**config.mk**
```make
export PLATFORM = sky130hd
export DESIGN_NAME = baccarat_sequencer
export DESIGN_NICKNAME = d
export VERILOG_FILES = /design/src/rtl/baccarat_pkg.sv /design/src/rtl/baccarat_draw_rule.sv /design/src/rtl/baccarat_sequencer.sv
export SDC_FILE = /design/constraint.sdc
export NUM_CORES = 1
export LEC_CHECK = 0
export ABC_AREA = 1
export BUFFER_PORTS_ARGS = -buffer_cell sky130_fd_sc_hd__buf_2
export CAP_MARGIN = 25
export CORE_MARGIN = 4
export CORE_UTILIZATION = 47
export DETAILED_ROUTE_END_ITERATION = 7
export PLACE_DENSITY_LB_ADDON = 0.15
export SLEW_MARGIN = 15
export SYNTH_ARGS = -nofsm -noshare
export SYNTH_HDL_FRONTEND = slang
export SYNTH_SLANG_ARGS = --single-unit
```
**constraint.sdc**
```tcl
create_clock -name slow_clock -period 1.35 [get_ports slow_clock]
set_clock_uncertainty 0.1 [all_clocks]
set_input_delay 0.0675 -clock slow_clock [delete_from_list [all_inputs] [get_ports slow_clock]]
set_output_delay 0.0675 -clock slow_clock [all_outputs]
set_load 0.02 [all_outputs]
```
**src/rtl/baccarat_pkg.sv**
```systemverilog
// Shared types, card codes and the card value helper for the baccarat sequencer.
package baccarat_pkg;

    typedef enum logic [2:0] {
        DEAL_P1,
        DEAL_D1,
        DEAL_P2,
        DEAL_D2,
        DECIDE_P,
        DECIDE_D,
        FINISH
    } state_t;

    localparam logic [3:0] CARD_BLANK = 4'd0;
    localparam logic [3:0] CARD_ACE   = 4'd1;
    localparam logic [3:0] CARD_TWO   = 4'd2;
    localparam logic [3:0] CARD_THREE = 4'd3;
    localparam logic [3:0] CARD_FOUR  = 4'd4;
    localparam logic [3:0] CARD_FIVE  = 4'd5;
    localparam logic [3:0] CARD_SIX   = 4'd6;
    localparam logic [3:0] CARD_SEVEN = 4'd7;
    localparam logic [3:0] CARD_EIGHT = 4'd8;
    localparam logic [3:0] CARD_NINE  = 4'd9;
    localparam logic [3:0] CARD_TEN   = 4'd10;
    localparam logic [3:0] CARD_JACK  = 4'd11;
    localparam logic [3:0] CARD_QUEEN = 4'd12;
    localparam logic [3:0] CARD_KING  = 4'd13;

    // Scores at or above this on the first two cards end the round at once.
    localparam logic [3:0] NATURAL_MIN = 4'd8;

    // Baccarat value of a card: pips count face value, tens and faces count zero.
    function automatic logic [3:0] card_value(input logic [3:0] code);
        case (code)
            CARD_ACE, CARD_TWO, CARD_THREE, CARD_FOUR, CARD_FIVE,
            CARD_SIX, CARD_SEVEN, CARD_EIGHT, CARD_NINE: return code;
            CARD_BLANK, CARD_TEN, CARD_JACK, CARD_QUEEN, CARD_KING: return '0;
            default: return '0;
        endcase
    endfunction

endpackage

```
**src/rtl/baccarat_draw_rule.sv**
```systemverilog
// Dealer third-card rule: decides whether the dealer draws given the dealer
// score and, if the player drew, the player's third card.
module baccarat_draw_rule
    import baccarat_pkg::*;
(
    input  logic [3:0] dscore,
    input  logic [3:0] pcard3,
    input  logic       player_drew,
    output logic       dealer_draws
);

    logic [3:0] v;

    // Tableau lookup on dealer score versus the player's third-card value.
    always_comb begin
        v            = card_value(pcard3);
        dealer_draws = 1'b0;
        if (!player_drew) begin
            dealer_draws = (dscore <= 4'd5);
        end else begin
            case (dscore)
                4'd0, 4'd1, 4'd2: dealer_draws = 1'b1;
                4'd3:             dealer_draws = (v != 4'd8);
                4'd4:             dealer_draws = (v >= 4'd2) && (v <= 4'd7);
                4'd5:             dealer_draws = (v >= 4'd4) && (v <= 4'd7);
                4'd6:             dealer_draws = (v >= 4'd6) && (v <= 4'd7);
                default:          dealer_draws = 1'b0;
            endcase
        end
    end

endmodule

```
**src/rtl/baccarat_sequencer.sv**
```systemverilog
// Baccarat round sequencer: issues card-register load strobes for each deal
// step, applies the third-card rules and lights the winner.
// Build option AUTO_DEAL_EN: steps come from an internal AUTO_PERIOD timer and
// the step port is ignored.
module baccarat_sequencer
    import baccarat_pkg::*;
#(
    parameter int unsigned AUTO_PERIOD = 50000000
) (
    input  logic       slow_clock,
    input  logic       reset,
    input  logic       step,
    input  logic [3:0] pscore,
    input  logic [3:0] dscore,
    input  logic [3:0] pcard3,
    output logic       load_pcard1,
    output logic       load_pcard2,
    output logic       load_pcard3,
    output logic       load_dcard1,
    output logic       load_dcard2,
    output logic       load_dcard3,
    output logic       player_win,
    output logic       dealer_win,
    output logic       done
);

    // The step timer is 26 bits wide; reject periods it cannot count.
    if (AUTO_PERIOD < 1 || AUTO_PERIOD > 67108864) begin : g_bad_period
        $error("AUTO_PERIOD out of range");
    end

    state_t state;
    logic   go;
    logic   player_drew;
    logic   dealer_draws;

`ifdef AUTO_DEAL_EN
    localparam logic [25:0] AUTO_LAST = 26'(AUTO_PERIOD - 1);

    logic [25:0] auto_count;
    logic        auto_step;
    logic        unused_step;

    assign unused_step = step;

    // Free-running timer emitting a one-cycle step every AUTO_PERIOD cycles.
    always_ff @(posedge slow_clock) begin
        if (reset) begin
            auto_count <= '0;
            auto_step  <= 1'b0;
        end else if (auto_count == AUTO_LAST) begin
            auto_count <= '0;
            auto_step  <= 1'b1;
        end else begin
            auto_count <= auto_count + 26'd1;
            auto_step  <= 1'b0;
        end
    end

    assign go = auto_step;
`else
    logic step_q;

    // Previous step level; tracked through reset so a step held across
    // release does not count as a new request.
    always_ff @(posedge slow_clock) begin
        step_q <= step;
    end

    assign go = step & ~step_q;
`endif

    baccarat_draw_rule u_draw_rule (
        .dscore       (dscore),
        .pcard3       (pcard3),
        .player_drew  (player_drew),
        .dealer_draws (dealer_draws)
    );

    // Round FSM with registered strobes and result lights.
    always_ff @(posedge slow_clock) begin
        if (reset) begin
            state       <= DEAL_P1;
            player_drew <= 1'b0;
            load_pcard1 <= 1'b0;
            load_pcard2 <= 1'b0;
            load_pcard3 <= 1'b0;
            load_dcard1 <= 1'b0;
            load_dcard2 <= 1'b0;
            load_dcard3 <= 1'b0;
            player_win  <= 1'b0;
            dealer_win  <= 1'b0;
            done        <= 1'b0;
        end else begin
            load_pcard1 <= 1'b0;
            load_pcard2 <= 1'b0;
            load_pcard3 <= 1'b0;
            load_dcard1 <= 1'b0;
            load_dcard2 <= 1'b0;
            load_dcard3 <= 1'b0;
            if (go) begin
                case (state)
                    DEAL_P1: begin
                        load_pcard1 <= 1'b1;
                        state       <= DEAL_D1;
                    end
                    DEAL_D1: begin
                        load_dcard1 <= 1'b1;
                        state       <= DEAL_P2;
                    end
                    DEAL_P2: begin
                        load_pcard2 <= 1'b1;
                        state       <= DEAL_D2;
                    end
                    DEAL_D2: begin
                        load_dcard2 <= 1'b1;
                        state       <= DECIDE_P;
                    end
                    DECIDE_P: begin
                        if (pscore >= NATURAL_MIN || dscore >= NATURAL_MIN) begin
                            state <= FINISH;
                        end else if (pscore <= 4'd5) begin
                            load_pcard3 <= 1'b1;
                            player_drew <= 1'b1;
                            state       <= DECIDE_D;
                        end else begin
                            player_drew <= 1'b0;
                            state       <= DECIDE_D;
                        end
                    end
                    DECIDE_D: begin
                        load_dcard3 <= dealer_draws;
                        state       <= FINISH;
                    end
                    FINISH: begin
                        if (!done) begin
                            player_win <= (pscore >= dscore);
                            dealer_win <= (dscore >= pscore);
                            done       <= 1'b1;
                        end
                    end
                    default: state <= DEAL_P1;
                endcase
            end
        end
    end

endmodule
```
==> results of run 1 <==
-- worst max-delay path: stages (launching register included) --
cell     delay, ns
dfxtp_1       0.52
inv_2         0.07
nand3_2       0.07
nand2_1       0.08
or2_1         0.24
a21oi_2       0.11
-- state kept, by name (all words and copies together) (netlist names) --
| signal | cells |
|---|---|
| load_dcard2 | 1 |
| load_dcard1 | 1 |
| player_win | 1 |
| player_drew | 1 |
| dealer_win | 1 |
| load_pcard2 | 1 |
| done | 1 |
| load_pcard3 | 1 |
| load_pcard1 | 1 |
| step_q | 1 |
| load_dcard3 | 1 |
| state | 3 |
-- cells in the mapped netlist, drive strengths merged --
cell type | n | share of area [%]
or2 | 1 | 0.88
nand4 | 2 | 1.8
a21oi | 6 | 4.8
nor3 | 3 | 2.1
a22oi | 1 | 1.1
ha | 4 | 7.1
inv | 19 | 10
buf | 1 | 1.6
a21o | 1 | 1.1
dfxtp | 14 | 40
nor2 | 14 | 8.8
xor2 | 1 | 1.2
o22ai | 1 | 0.88
nand2 | 16 | 8.8
nand3 | 7 | 5.7
o21bai | 1 | 1.1
o21ai | 5 | 3.5
-- power by group --
group | internal (mW) | total, mW | switching [mW]
clock | 0.164 | 0.313 | 0.148
combinational | 0.0582 | 0.123 | 0.0645
sequential | 0.419 | 0.426 | 0.00738
total | 0.641 | 0.862 | 0.220
-- kinds of logic after synthesis --
logic type	Yosys count	synth area share, %
buffers and inverters	20	11.7
XOR/XNOR	1	1.24
AND/OR/NAND/NOR	43	28.1
adder cells (fa/ha/maj)	4	7.07
flip-flops	14	39.6
AO/OA/AOI/OAI	15	12.4
-- cells in the final DEF (no fill, tap or decap), drive strengths merged, types with 2 or more instances in the layout --
| cell type | netlist | final |
|---|---|---|
| a21oi | 6 | 6 |
| buf | 1 | 23 |
| clkbuf | 0 | 4 |
| dfxtp | 14 | 14 |
| dlygate4sd3 | 0 | 7 |
| ha | 4 | 4 |
| inv | 19 | 19 |
| nand2 | 16 | 16 |
| nand3 | 7 | 7 |
| nand4 | 2 | 2 |
| nor2 | 14 | 14 |
| nor3 | 3 | 3 |
| o21ai | 5 | 5 |
-- per-stage QoR --
| stage | std cells | power, mW | utilization [%] | cell area, sq um |
|---|---|---|---|---|
| after CTS | 145 | 0.866 | 68.6 | 937 |
| after global placement | 134 | 0.537 | 60.8 | 831 |
| after floorplan | 97 | 0.502 | - | 708 |
| after global routing | 145 | 0.903 | 68.6 | 937 |
| final | 145 | 0.862 | 68.6 | 937 |
| after detailed placement | 134 | 0.540 | 60.8 | 831 |
-- layout make-up --
class | count | area (sq um)
flip-flops and latches | 14 | 280
clock buffers | 4 | 36.3
multi-input cells | 63 | 345
repair buffers | 30 | 185
fillers | 131 | 429
well taps | 15 | 18.8
inverters | 19 | 71.3
-- how the worst min path moves through the flow --
stage	start	to	slack [ns]	cells after the start
after detailed placement	step	step_q	0.09	1
after floorplan	step	step_q	-0.005	0
final	dscore[1]	load_dcard3	0.01	4
after CTS	dscore[1]	load_dcard3	0.01	4
after global routing	dscore[1]	load_dcard3	0.04	4
after global placement	step	step_q	0.09	1
-- metal layers --
layer / routed length (microns) / vias to the layer above / track usage [%]
met5: 0 / - / 0
met4: 31 / 0 / 9.94
met3: 97 / 4 / 3.45
met2: 746 / 23 / 28.7
met1: 712 / 315 / 20.7
li1: - / 373 / -
==> flow_summary.yaml, run 1 <==
run_status:
  status: "finished, final reports clean"
cts:
  cts_sinks: 14
  cts_root_buf: "clkbuf_4"
  cts_tree: "built"
  cts-htree-levels: 1
  ctsResizeCount: 0
  numCtsBuffers: 3
  cts_max_path_buffers: 2
  clk_latency_ns: 0.29
  hold_buffers: 7
  clkSlewWorstSetupHoldPaths_ns: 0.09
  postCtsSetupRepairBufs: 0
setup_path:
  worstPathMaxFanout: 8
  cp-endpoint: "state[0]"
  crit_path_start: "state[0]"
  cp-start-kind: "flip-flop"
  endpoint_kind: "flip-flop"
  rrSetupSlack_ns: 0.1
  critical_path_class: "flip-flop to flip-flop"
  rr_endpoint: "state[0]"
  crit_required_ns: 1.48
  reg2reg_depth: 5
  cp.arrival_ns: 1.38
  r2r-start: "state[0]"
sta:
  setup_viol_count_final: 0
  hold_viol: 0
  min_period_ns: 1.25
  slew_viol_final: 0
  fin_tns_setup_ns: 0
  setup_ws_ns: 0.0996
  fin_crit_sh_pct: 92.6
  slew-limit-headroom_pct: 78.2
  hold_ws_ns: 0.0118
  max_slew.worst_pin.slew_ns: 0.327
  rsz0062_at_grt: "false"
  fmax_mhz: 800
floorplan:
  start_util_pct: 51.8
  fp.dieW_microns: 46.8
  core_area_sq_um: 1370
  io_pins: 24
  die_y_microns: 46.8
  die-area_sq_um: 2190
  rows: 13
global_routing:
  grt_usage_pct: 17.3
  grt_pass1_vias: 659
  grt_pass1_wl_microns: 2640
  antenna_found_initial: 0
  grt.overflow.total: 0
  grt_max_degree: 9
min_path:
  hold_class: "input port to flip-flop"
synthesis:
  syn-mean-instance-area_sq_um: 7.30
  syn_area_sq_um: 708
  ys_ff_latch: 14
  synth_nets: 116
  synth_cells: 97
  ys_seq_area_share_pct: 39.6
  yosysWarnings: 0
  synth_cell_types: 24
drt:
  drt-total-wl_microns: 1590
  drt_iter0_markers: 17
  firstDrtPassIters: 4
  drc: 0
  postRouteAntennaNets: 0
  wl_per_cell_microns: 10.9
  viasPerCell: 4.93
  via_count: 715
layout:
  finalNetCount: 150
  antenna_cells: 0
  drive_above_1_share_pct: 25.4
  area_growth_pct: 32.3
flow_run:
  cap_violations: 0
place:
  hpwlAfterDp_microns: 1140
  routabilityCongestion: 0.764
  portBuffers: 23
  dp_slack_ns: 0.0967
pwr:
  cellPowerDensity_nw_per_um2: 919
  ir_drop_mv: 0.551
  leakage_nw: 0.493
Power figures use the tool's default switching activity.
==> run 2: changes to the inputs <==
- SETUP_SLACK_MARGIN: not set -> 0.15
==> run 2 against run 1 <==
Against the previous run: global-route usage shrank 0.078 points; non-clock buffer count is the same; hold slack gained 0.00057 ns; sequential cell count is the same; worst setup slack gained 0.10 ns; critical path depth grew 3; die area is the same; cell count is the same; via count shrank 0.14%; total power is essentially flat.
==> flow_summary.yaml, run 2 (same netlist as run 1, synthesis figures left out) <==
place:
  portBuffers: 23
  hpwlAfterDp_microns: 1140
  routabilityCongestion: 0.764
  post-place-cells: 134
  placed_area_sq_um: 831
cts:
  cts-htree-levels: 1
  cts_sinks: 14
  clkSlewWorstSetupHoldPaths_ns: 0.09
  postCtsSetupRepairBufs: 0
  cts_root_buf: "clkbuf_4"
  numCtsBuffers: 3
  clk_latency_ns: 0.28
  cts_tree: "built"
  cts_max_path_buffers: 2
floorplan:
  core_area_sq_um: 1370
  io_pins: 24
  die-area_sq_um: 2190
  start_util_pct: 51.8
  die_y_microns: 46.8
  rows: 13
  fp.dieW_microns: 46.8
global_routing:
  grt.overflow.total: 0
  grt_pass1_wl_microns: 2630
  grt_max_degree: 9
  grt_pass1_vias: 656
  grt_usage_pct: 17.2
  antenna_found_initial: 0
setup_path:
  cp-start-kind: "flip-flop"
  path_cells: "inv_2, nand3_2, inv_1, nand2_2, nor2_4, nand2_1, nor2_1, nor2_1"
  timing.critical_path.slowest_stage_cell: "dfxtp_4"
  slowest_delay_ns: 0.39
  endpoint_kind: "flip-flop"
  crit_family: "simple AND/OR/NAND/NOR gates"
  crit_path_frequent_cell: "nor2_1"
  crit_required_ns: 1.44
  worstPathBufferInverterCount: 2
  worstPathMaxFanout: 8
  critical_path_class: "flip-flop to flip-flop"
  cp.arrival_ns: 1.23
sta:
  fmax_mhz: 872
  fin_crit_sh_pct: 85.0
  hold_viol: 0
  fin_tns_setup_ns: 0
  max_slew.worst_pin.slew_ns: 0.172
  slew_viol_final: 0
  setup_viol_count_final: 0
  rsz0062_at_grt: "true"
  slew-limit-headroom_pct: 88.5
  min_period_ns: 1.15
  hold_ws_ns: 0.0124
layout:
  postLayoutCellArea_sq_um: 956
  fillers: 130
  drive_above_1_share_pct: 31.5
  largest_reg_flops: 3
  final_common_cell: "buf_2"
  finalNetCount: 150
  area_growth_pct: 35.0
  largest_register: "state"
  fin_cells: 145
  mostFrequentLayoutCells: "23 x buf_2, 17 x inv_1, 14 x nand2_1, 11 x dfxtp_1, 10 x nor2_1"
  antenna_cells: 0
pwr:
  leakage_nw: 0.494
  seq_power_share_pct: 49.5
  p_int_mw: 0.642
  ir_drop_mv: 0.545
  p_switching_mw: 0.219
  total_power_mw: 0.861
  cellPowerDensity_nw_per_um2: 901
  switching_share_pct: 25.4
  pwr-share-clk_pct: 35.9
  p_comb_share_pct: 14.7
run_status:
  status: "finished, final reports clean"
drt:
  postRouteAntennaNets: 0
  viasPerCell: 4.92
  wl_per_cell_microns: 10.8
  drt_iter0_markers: 10
  drc: 0
  drt-total-wl_microns: 1570
  via_count: 714
  firstDrtPassIters: 4
min_path:
  hold_class: "input port to flip-flop"
flow_run:
  cap_violations: 0
[run 2: path summary, 6_finish.rpt]
kind	from	endpoint	slack (ns)	cells past startpoint
setup / recovery	state[0]	player_win	0.20	8
hold / removal	dscore[1]	load_dcard3	0.01	4
setup reg to reg	state[0]	player_win	0.20	8
hold reg to reg	player_drew	load_dcard3	0.40	1
[run 2: cell type report]
type / count / area, sq um / area share [%]
multi-input cells: 63 / 358 / 37.4
inverters: 19 / 71.3 / 7.46
repair buffers: 30 / 185 / 19.4
clock buffers: 4 / 36.3 / 3.80
flip-flops and latches: 14 / 287 / 30.0
well taps: 15 / 18.8 / 1.96
[run 2: power by group through the flow]
| stage | combinational (mW) | clock [mW] | sequential, mW |
|---|---|---|---|
| floorplan | 0.0683 | 0 | 0.434 |
| finish | 0.126 | 0.309 | 0.426 |
| global placement | 0.102 | 0 | 0.435 |
| CTS | 0.123 | 0.318 | 0.426 |
| detailed placement | 0.105 | 0 | 0.435 |
| global route | 0.144 | 0.335 | 0.427 |
[run 2: stage by stage]
| step | worst slack [ns] | util (%) |
|---|---|---|
| detailed placement | 0.0967 | 60.8 |
| global placement | 0.119 | 60.8 |
| floorplan | 0.246 | - |
| CTS | 0.161 | 68.8 |
| global route | 0.115 | 70.0 |
| finish | 0.203 | 70.0 |
[run 2: layer usage]
metal	GRT usage (%)	share of wire, %	vias to the layer above
met4	9.94	2.0	0
met3	3.45	7.1	4
li1	-	-	377
met5	0	0	-
met2	28.5	47	27
met1	20.7	44	306
[run 2: timing repair]
item | in CTS | in global routing
hold endpoints to repair | 8 | 0
hold buffers | 7 | 0
resized for setup | 2 | 7
cloned | 0 | 0
setup endpoints to repair | 2 | 8
[run 2: tightest hold or removal path: stages]
cell	delay [ns]
buf_2	0.10
nand3_1	0.08
nand3_1	0.07
a21oi_1	0.04
==> run 3: changes to the inputs <==
- ABC_AREA: 1 -> 0
- CORE_UTILIZATION: 47 -> 42
- clock period: 1.35 -> 1 ns (I/O delays scaled with it)
==> run 3 against run 2 <==
Against the previous run: the flow now finishes with violations (setup timing); highest routed layer unchanged; sequential power up 35%; fmax fell by 13%; total power increased by 28%; design area is 19% higher; area after synthesis shrank 7.1%; sequential share of layout area down 3.7 points.
==> flow_summary.yaml, run 3 <==
run_status:
  status: "complete, but fails checks"
  violations: "setup timing"
drt:
  drt-total-wl_microns: 1830
  firstDrtPassIters: 4
  via_count: 703
  viasPerCell: 5.21
  drc: 0
  drt_iter0_markers: 5
  wl_per_cell_microns: 13.6
  postRouteAntennaNets: 0
floorplan:
  rows: 14
  die_y_microns: 47.6
  die-area_sq_um: 2260
  core_area_sq_um: 1490
  start_util_pct: 44.2
  fp.dieW_microns: 47.6
  io_pins: 24
setup_path:
  cp-endpoint: "player_drew"
  crit_required_ns: 1.06
  endpoint_kind: "flip-flop"
  cp-start-kind: "flip-flop"
  rr_endpoint: "player_drew"
  rrSetupSlack_ns: -0.32
  r2r-start: "state[1]"
  critical_path_class: "flip-flop to flip-flop"
  cp.arrival_ns: 1.38
  worstPathMaxFanout: 4
  crit_path_start: "state[1]"
  reg2reg_depth: 4
layout:
  largest_register: "state"
  drive_above_1_share_pct: 61.3
  fin_util_pct: 76.2
  fillers: 110
  finalNetCount: 140
  mostFrequentLayoutCells: "14 x buf_2, 14 x buf_4, 12 x buf_6, 11 x dfxtp_2, 8 x nor2_1"
  fin_cells: 135
  antenna_cells: 0
  largest_reg_flops: 3
  postLayoutCellArea_sq_um: 1130
  area_growth_pct: 72.4
synthesis:
  synth_cell_types: 28
  synth_edf_count: 0
  syn_area_sq_um: 658
  yosysTopAreaCell: "dfxtp_1"
  synth_most_common_cell: "dfxtp_1"
  synth_nets: 93
  ys_seq_area_share_pct: 42.6
  yosysWarnings: 0
  async_reset_ff_share_pct: 0
  ys_ff_latch: 14
  synth_top_area_share_pct: 42.6
  yosys-top-cells-count: "14 x dfxtp_1, 10 x nor2_1, 7 x inv_1"
  syn-mean-instance-area_sq_um: 8.89
  synth_cells: 74
  ys.flop_type: "dfxtp_1"
  synth_area_leaders: "dfxtp_1 43%, ha_1 7.6%, nor2_1 5.7%, inv_1 4.0%, nand3_1 3.0%"
pwr:
  p_int_mw: 0.822
  leakage_nw: 0.518
  ir_drop_mv: 0.680
  pwr-share-clk_pct: 27.4
  p_comb_share_pct: 20.4
  p_switching_mw: 0.276
  total_power_mw: 1.10
  cellPowerDensity_nw_per_um2: 968
  seq_power_share_pct: 52.3
  switching_share_pct: 25.1
place:
  routabilityCongestion: 0.794
  post-place-cells: 128
  hpwlAfterDp_microns: 1260
  placed_area_sq_um: 921
  portBuffers: 23
global_routing:
  grt.overflow.total: 0
  grt_max_degree: 8
  grt_pass1_wl_microns: 3050
  grt_usage_pct: 19.5
  grt_pass1_vias: 722
  antenna_found_initial: 0
sta:
  hold_viol: 0
  fmax_mhz: 758
  fin_crit_sh_pct: 132
  setup_ws_ns: -0.319
  fin_tns_setup_ns: -2.38
  min_period_ns: 1.32
  rsz0062_at_grt: "true"
  slew_viol_final: 0
  setup_viol_count_final: 13
  slew-limit-headroom_pct: 80.6
  max_slew.worst_pin.slew_ns: 0.289
cts:
  clkSlewWorstSetupHoldPaths_ns: 0.08
  numCtsBuffers: 3
  postCtsSetupRepairBufs: 0
  cts_tree: "built"
  cts-htree-levels: 1
  cts_root_buf: "clkbuf_4"
  cts_max_path_buffers: 2
  clk_latency_ns: 0.27
  cts_sinks: 14
min_path:
  hold_class: "input port to flip-flop"
flow_run:
  cap_violations: 0
==> run 3: cell count changes after synthesis, moves of 2 or more <==
cell,before,now
a21oi_1,5,3
a31oi_1,0,3
and2b_1,0,2
and3_1,0,2
inv_1,18,7
nand2_1,15,3
nand2b_1,0,2
nand3_1,6,4
nor2_1,12,10
o21ai_0,4,2
==> run 3: routing by layer <==
metal | global-route usage, % | routed length (microns)
met5 | 0 | 0
met4 | 4.84 | 15
met2 | 34.5 | 996
met3 | 6.02 | 66
met1 | 22.7 | 755
==> run 3: timing repair <==
item,in CTS,in global routing
hold endpoints to repair,4,0
hold buffers,4,0
pin swaps,4,8
cloned,0,0
endpoints found under the setup margin,22,22
resized for setup,34,13
==> run 3: logic make-up after synthesis <==
kind of cell | after synthesis | synth area share [%]
flip-flops | 14 | 42.6
AO/OA/AOI/OAI | 12 | 12.9
XOR/XNOR | 1 | 1.33
multiplexers | 1 | 1.52
adder cells (fa/ha/maj) | 4 | 7.60
buffers and inverters | 10 | 6.84
AND/OR/NAND/NOR | 32 | 27.2
==> run 3: cell type report <==
type / count / area, sq um / area share [%]
clock buffers: 3 / 22.5 / 1.98
well taps: 16 / 20.0 / 1.76
flip-flops and latches: 14 / 298 / 26.2
multi-input cells: 50 / 414 / 36.5
repair buffers: 44 / 350 / 30.9
inverters: 8 / 30.0 / 2.65
==> run 3: how the worst min path moves through the flow <==
stage,slack (ns),cells past startpoint,startpoint,end
6_report,0.01,4,pcard3[3],load_dcard3
5_1_grt,0.0005,4,pcard3[3],load_dcard3
4_1_cts,0.01,3,pscore[1],load_pcard3
3_5_place_dp,0.18,2,step,step_q
3_3_place_gp,0.18,2,step,step_q
2_1_floorplan,-0.02,0,step,step_q
==> run 3: power groups by stage <==
stage               Sequential (mW)  Clock, mW  Combinational, mW
floorplan                     0.587          0             0.0837
global route                  0.575      0.355              0.245
detailed placement            0.585          0              0.179
finish                        0.574      0.301              0.224
CTS                           0.574      0.307              0.206
global placement              0.584          0              0.176
==> run 3: worst max-delay path, stage by stage, from the launching register on <==
cell and delay [ns]:
dfxtp_4 0.37, nor4_4 0.34, nand3_1 0.14, mux2i_1 0.19, nor2_1 0.07
==> run 3: stage by stage <==
step	hold WS [ns]	setup slack, ns
finish	0.0111	-0.319
detailed placement	0.185	-0.260
global route	0.000540	-0.364
floorplan	-0.0223	-0.312
CTS	0.00963	-0.274
global placement	0.182	-0.252
